==> config.mk <==
export PLATFORM = sky130hd
export DESIGN_NAME = regfile_write_arbiter
export DESIGN_NICKNAME = d
export VERILOG_FILES = /design/src/rtl/regfile_pkg.sv /design/src/rtl/regfile_addr_decoder.sv /design/src/rtl/regfile_write_arbiter.sv
export SDC_FILE = /design/constraint.sdc
export NUM_CORES = 1
export LEC_CHECK = 0
export CORE_MARGIN = 3
export CORE_UTILIZATION = 40
export DETAILED_ROUTE_END_ITERATION = 16
export MAX_ROUTING_LAYER = met4
export PLACE_DENSITY_LB_ADDON = 0.15
export SYNTH_ARGS = -nofsm -noshare
export SYNTH_HDL_FRONTEND = slang
export SYNTH_SLANG_ARGS = --single-unit
==> constraint.sdc <==
create_clock -name clk -period 1.5 [get_ports clk]
set_clock_uncertainty 0.15 [all_clocks]
set_input_delay 0.3 -clock clk [delete_from_list [all_inputs] [get_ports clk]]
set_output_delay 0.3 -clock clk [all_outputs]
set_load 0.01 [all_outputs]
==> src/rtl/regfile_pkg.sv <==
// Shared constants for the register-file write arbiter: sizes, FSM state codes,
// and the hardwired-zero register index.
package regfile_pkg;
    localparam int DATA_W = 32;
    localparam int ADDR_W = 5;
    localparam int NREG   = 32;

    localparam logic [1:0] ST_IDLE = 2'd0;
    localparam logic [1:0] ST_WR0  = 2'd1;
    localparam logic [1:0] ST_WR1  = 2'd2;

    localparam logic [ADDR_W-1:0] REG_ZERO = '0;
endpackage

==> src/rtl/regfile_addr_decoder.sv <==
// Combinational address to one-hot decoder; a low enable forces every output bit to 0.
module regfile_addr_decoder #(
    parameter int AW = regfile_pkg::ADDR_W,
    parameter int N  = regfile_pkg::NREG
) (
    input  logic          en,
    input  logic [AW-1:0] addr,
    output logic [N-1:0]  onehot
);
    for (genvar i = 0; i < N; i++) begin : g_dec
        assign onehot[i] = en && (addr == AW'(i));
    end
endmodule

==> src/rtl/regfile_write_arbiter.sv <==
// Round-robin arbiter for the single register-file write port.
// Grants are combinational; the one-hot enable and data are registered one cycle later.
module regfile_write_arbiter
    import regfile_pkg::ST_IDLE, regfile_pkg::ST_WR0, regfile_pkg::ST_WR1, regfile_pkg::REG_ZERO;
#(
    parameter int DATA_W = regfile_pkg::DATA_W,
    parameter int ADDR_W = regfile_pkg::ADDR_W,
    parameter int NREG   = regfile_pkg::NREG
) (
    input  logic              clk,
    input  logic              reset,
    input  logic              stall,
    input  logic              req0,
    input  logic [ADDR_W-1:0] addr0,
    input  logic [DATA_W-1:0] data0,
    output logic              gnt0,
    input  logic              req1,
    input  logic [ADDR_W-1:0] addr1,
    input  logic [DATA_W-1:0] data1,
    output logic              gnt1,
    output logic [NREG-1:0]   wr_en,
    output logic [DATA_W-1:0] wr_data,
    output logic              wr_src,
    output logic              conflict
);
    logic              rr_last;
    logic [1:0]        state;
    logic              src_q;
    logic [NREG-1:0]   en_q;
    logic [NREG-1:0]   dec;
    logic              any_gnt;
    logic              contend;
    logic [ADDR_W-1:0] gnt_addr;
    logic [DATA_W-1:0] gnt_data;

    // Grants are suppressed while reset is held so nothing looks accepted during reset.
    assign contend  = reset & ~stall & req0 & req1;
    assign gnt0     = reset & ~stall & req0 & (~req1 | rr_last);
    assign gnt1     = reset & ~stall & req1 & (~req0 | ~rr_last);
    assign any_gnt  = gnt0 | gnt1;
    assign gnt_addr = gnt1 ? addr1 : addr0;
    assign gnt_data = gnt1 ? data1 : data0;

    regfile_addr_decoder #(.AW(ADDR_W), .N(NREG)) u_dec (
        .en     (any_gnt && (gnt_addr != REG_ZERO)),
        .addr   (gnt_addr),
        .onehot (dec)
    );

    always_ff @(posedge clk or negedge reset) begin
        if (!reset) begin
            en_q     <= '0;
            wr_data  <= '0;
            src_q    <= 1'b0;
            conflict <= 1'b0;
            rr_last  <= 1'b1;
            state    <= ST_IDLE;
        end else begin
            conflict <= contend;
            en_q     <= dec;
            if (any_gnt) begin
                wr_data <= gnt_data;
                src_q   <= gnt1;
                rr_last <= gnt1;
                state   <= gnt1 ? ST_WR1 : ST_WR0;
            end else begin
                state   <= ST_IDLE;
            end
        end
    end

    // Pulse validity and source come from the state; the source holds while idle.
    assign wr_en  = (state != ST_IDLE) ? en_q : '0;
    assign wr_src = (state == ST_WR1) | ((state == ST_IDLE) & src_q);
endmodule

# Word-level counts from Yosys, hierarchy flattened
# Index checks and enable logic that the tools add are counted.
# totals
ff_bits	69
latchBits	0
ram_bits	0
mem_bits_ro	0
in_bits	79
output_inout_bits	68
wordCells	95
n_memories	0
# classes
n_addsub	0
mul	0
div_mod_pow	0
order_cmp	0
n_eq_ne	32
shifts	0
n_mux	5
bitwise	15
reduce_logical	37
# op_table
op	n
$eq 5x5->1 const B	16
$mux 32	2
$eq 5x4->1 const B	8
$logic_and 1x1->1	33
$eq 5x3->1 const B	4
$eq 5x2->1 const B	2
$and 1x1->1	7
$eq 5x1->1 const B	1
$logic_not 5->1	1
$mux 5	1
$reduce_bool 5->1	1
$mux 2	2
$not 1->1	4
$or 1x1->1	4
$eq 2x2->1 const B	1
$logic_not 2->1	1
$reduce_bool 2->1	1

# Depth between registers and ports, before layout
# depth
depth_word	8
depth_mapped	5
ltp_nobuf	3

# Hierarchy
# Synthesis repeated with hierarchy kept, for this count alone.
# hier_totals
hier_cells	299
area_unflattened_um2	3353.2
# by_module_without_submodules
module	n_inst	cells_each	area_each_um2	seq_area_each_um2
regfile_write_arbiter	1	252	3119.2	1727.9
regfile_addr_decoder	1	47	234.0	0.0

# Least setup slack after synthesis
# No wires, ideal clock.
# synth_path
kind	register -> output
startpoint	register rr_last
endpoint	output gnt1
arrival_time_ps	1191
setup_slack_ps	-141
path_stages_with_launch	6
path_cell_list	dfstp_2 buf_2 nand2_1 nand2_2 buf_2 inv_1
# synth_between
elab_chain_len	3
# synth_rtl
element	line	text
from (decl)	regfile_write_arbiter.sv:26	logic rr_last;
from (signal assigned)	regfile_write_arbiter.sv:64	rr_last <= gnt1;
$not 1->1	regfile_write_arbiter.sv:39	assign gnt1 = reset & ~stall & req1 & (~req0 | ~rr_last);
$or 1x1->1	regfile_write_arbiter.sv:39	
$and 1x1->1	regfile_write_arbiter.sv:39	
to (decl)	regfile_write_arbiter.sv:20	output logic gnt1,
# No other way between the ends.

# Worst setup path in the final report
# layout_path
startpoint	register state[1]
endpoint	output wr_en[1]
# layout_between
elab_chain_len	2
# layout_rtl
element	line	text
from (decl)	regfile_write_arbiter.sv:27	logic [1:0] state;
from (signal assigned)	regfile_write_arbiter.sv:65	state <= gnt1 ? ST_WR1 : ST_WR0;
$reduce_bool 2->1	regfile_write_arbiter.sv:73	assign wr_en = (state != ST_IDLE) ? en_q : '0;
$mux 32	regfile_write_arbiter.sv:73	
to (decl)	regfile_write_arbiter.sv:21	output logic [NREG-1:0] wr_en,
# No other way between the ends.

==> flow_summary.json <==
{
  "routed_wirelength_um": 13800,
  "num_rows": 35,
  "fp.coreArea_um2": 9280,
  "required_ns": 1.05,
  "fin_crit_sh_pct": 123,
  "layout-drive-gt1-share_pct": 23.9,
  "h-tree-depth": 3,
  "period_minus_slack_ns": 1.85,
  "syn_nets": 502,
  "dp_cells": 691,
  "end_kind": "primary output",
  "synth-main-ff-cell": "dfrtp_1",
  "final_cell_mix": "74 x clkdlybuf4s50_1, 68 x dfrtp_1, 59 x o211ai_1, 35 x inv_1, 35 x o21ai_0",
  "post-place-ws_ns": -0.909,
  "synth_edf_count": 0,
  "r2r_start": "rr_last",
  "rsz0062_at_grt": "true",
  "ant_nets": 0,
  "violations": "negative setup slack",
  "first_pass_iters": 5,
  "cts_tree": "done",
  "status": "finished, violations left",
  "clk_pin_slew_ns": 0.08,
  "syn-instance-count": 423,
  "max_freq_mhz": 541,
  "fin_cells": 723,
  "numClockSinks": 69,
  "dp.final_hpwl_um": 8430,
  "areaGrowthSynthToFinish_pct": 61.7,
  "clockRootBuffer": "clkbuf_8",
  "critPathLaunchType": "flop",
  "layout_commonest_cell": "clkdlybuf4s50_1",
  "setup_viol": 66,
  "crit_start": "state[1]",
  "tightest_slew_ns": 0.723,
  "die_w_um": 104,
  "clock_path_buffers": 2,
  "antenna_found_initial": 0,
  "hp-class": "input pin to asynchronous set/reset pin",
  "finalWeightedCongestion": 0.891,
  "syn_area_um2": 3840,
  "grt_max_degree": 59,
  "power.total_mw": 5.47,
  "dieHeight_um": 104,
  "die_area_um2": 10800,
  "synth-seq-area-share_pct": 45.0,
  "drtIter0Drc": 198,
  "io_pins": 147,
  "p_leak_nw": 2.60,
  "remaining_drc_errors": 0,
  "grt_pass1_wl_um": 20900,
  "max_slew_margin_pct": 51.8,
  "clock_latency_ns": 0.34,
  "synth-async-reset-ratio_pct": 100,
  "ys_types": 26,
  "num_vias": 4237,
  "worst_slack_ns": -0.349,
  "start_util_pct": 41.3,
  "whs_ns": 0.00639,
  "nets": 668,
  "ys_seq_elements": 69,
  "vias_per_cell": 5.86,
  "grt_overflow": 0,
  "grt_pass1_vias": 4127,
  "maxSlewViolCount": 0,
  "cts_buffers": 9,
  "io_buffers": 146,
  "path_class": "flop to primary output",
  "yosys_warnings": 0,
  "avgSynthCellArea_um2": 9.07,
  "grt_usage_pct": 24.3,
  "irDropWorstVdd_v": 0.000562,
  "crit_arrival_ns": 1.40,
  "cap_violations": 0,
  "path_max_fanout": 8,
  "diodes": 0,
  "wl_per_cell_um": 19.1,
  "final_hold_viol_count": 0,
  "power_density_nw_per_um2": 880
}
## layout make-up
cell class	count	area, um2
sequential	69	1730
multi-input combinational	272	2040
clock inverter	4	47.5
inverter	37	139
clock buffer	12	145
timing repair buffer	200	1950
fill	779	3080
tap	129	161
## cell usage after synthesis, types with 2 or more instances
cell / count / area share [%]
dfrtp_1: 68 / 44
o211ai_1: 59 / 12
nor2b_1: 41 / 6.7
inv_1: 36 / 3.5
o2111ai_1: 36 / 8.2
o21ai_0: 35 / 4.6
a21oi_1: 31 / 4.0
nand4_1: 31 / 5.1
clkbuf_1: 28 / 2.7
buf_2: 14 / 1.8
and3b_1: 7 / 1.6
nor2_1: 7 / 0.68
nor3b_1: 6 / 1.2
and2_1: 4 / 0.65
buf_1: 4 / 0.39
nor3_1: 4 / 0.52
and3_1: 2 / 0.33
o211a_1: 2 / 0.52
## worst max-delay path: stages, from the launching register on
cell and delay (ns):
dfrtp_1 0.41, nor2_4 0.18, buf_6 0.15, buf_12 0.12, nor2b_1 0.05, buf_2 0.14
## power by group
group          internal (mW)  leakage, nW  switching (mW)  total [mW]
logic                  0.868         1.60           0.913        1.78
clock network          0.810       0.0964           0.714        1.52
registers               2.06        0.905           0.106        2.16
total                   3.73         2.60            1.73        5.47
## state kept, by name, summed over array words and instances (netlist names)
name      count
src_q         1
conflict      1
rr_last       1
wr_data      32
en_q         32
state         2
## routing by layer
| layer | wire, um | vias to the layer above | track usage, % |
|---|---|---|---|
| met5 | 0 | - | - |
| met4 | 464 | 0 | 9.97 |
| met3 | 1190 | 47 | 5.34 |
| met2 | 6880 | 251 | 39.5 |
| met1 | 5280 | 2021 | 29.4 |
| li1 | - | 1918 | - |
## cell families (layout without fill, tap and decap cells)
logic type | count (synthesis) | count (layout) | synth area share [%]
buffers and inverters | 83 | 253 | 8.57
AOI/OAI and AO/OA | 164 | 164 | 29.0
and+or+nand+nor | 106 | 107 | 17.3
DFF | 69 | 69 | 45.0
other | 1 | 1 | 0.0977
## metrics by stage
stage          TNS [ns]  util (%)  instance area, um2
6_report         -14.66      66.9                6210
4_1_cts          -14.71      63.3                5870
2_1_floorplan         0         -                3850
3_5_place_dp     -55.41      60.7                5640
5_1_grt          -17.90      66.9                6210
3_3_place_gp     -50.57      60.7                5640
## timing repair
item,in CTS,in global routing
setup endpoints to repair,132,106
endpoints found under the hold margin,11,0
resized for setup,193,60
gates cloned,5,5
hold buffers,1,0
pin swaps,25,28
setup buffers,6,2
## worst paths after layout
kind	end	slack, ns	cells after the start
worst max-delay path	wr_en[1]	-0.35	5
worst min register to register	wr_data[29]	0.39	2
max in group asynchronous	wr_data[22]	0.38	3
worst max register to register	en_q[5]	-0.18	6
min in group clk	src_q	0.38	3
worst min-delay path	en_q[19]	0.006	2
Note: power is estimated with default switching activity, not from simulation.
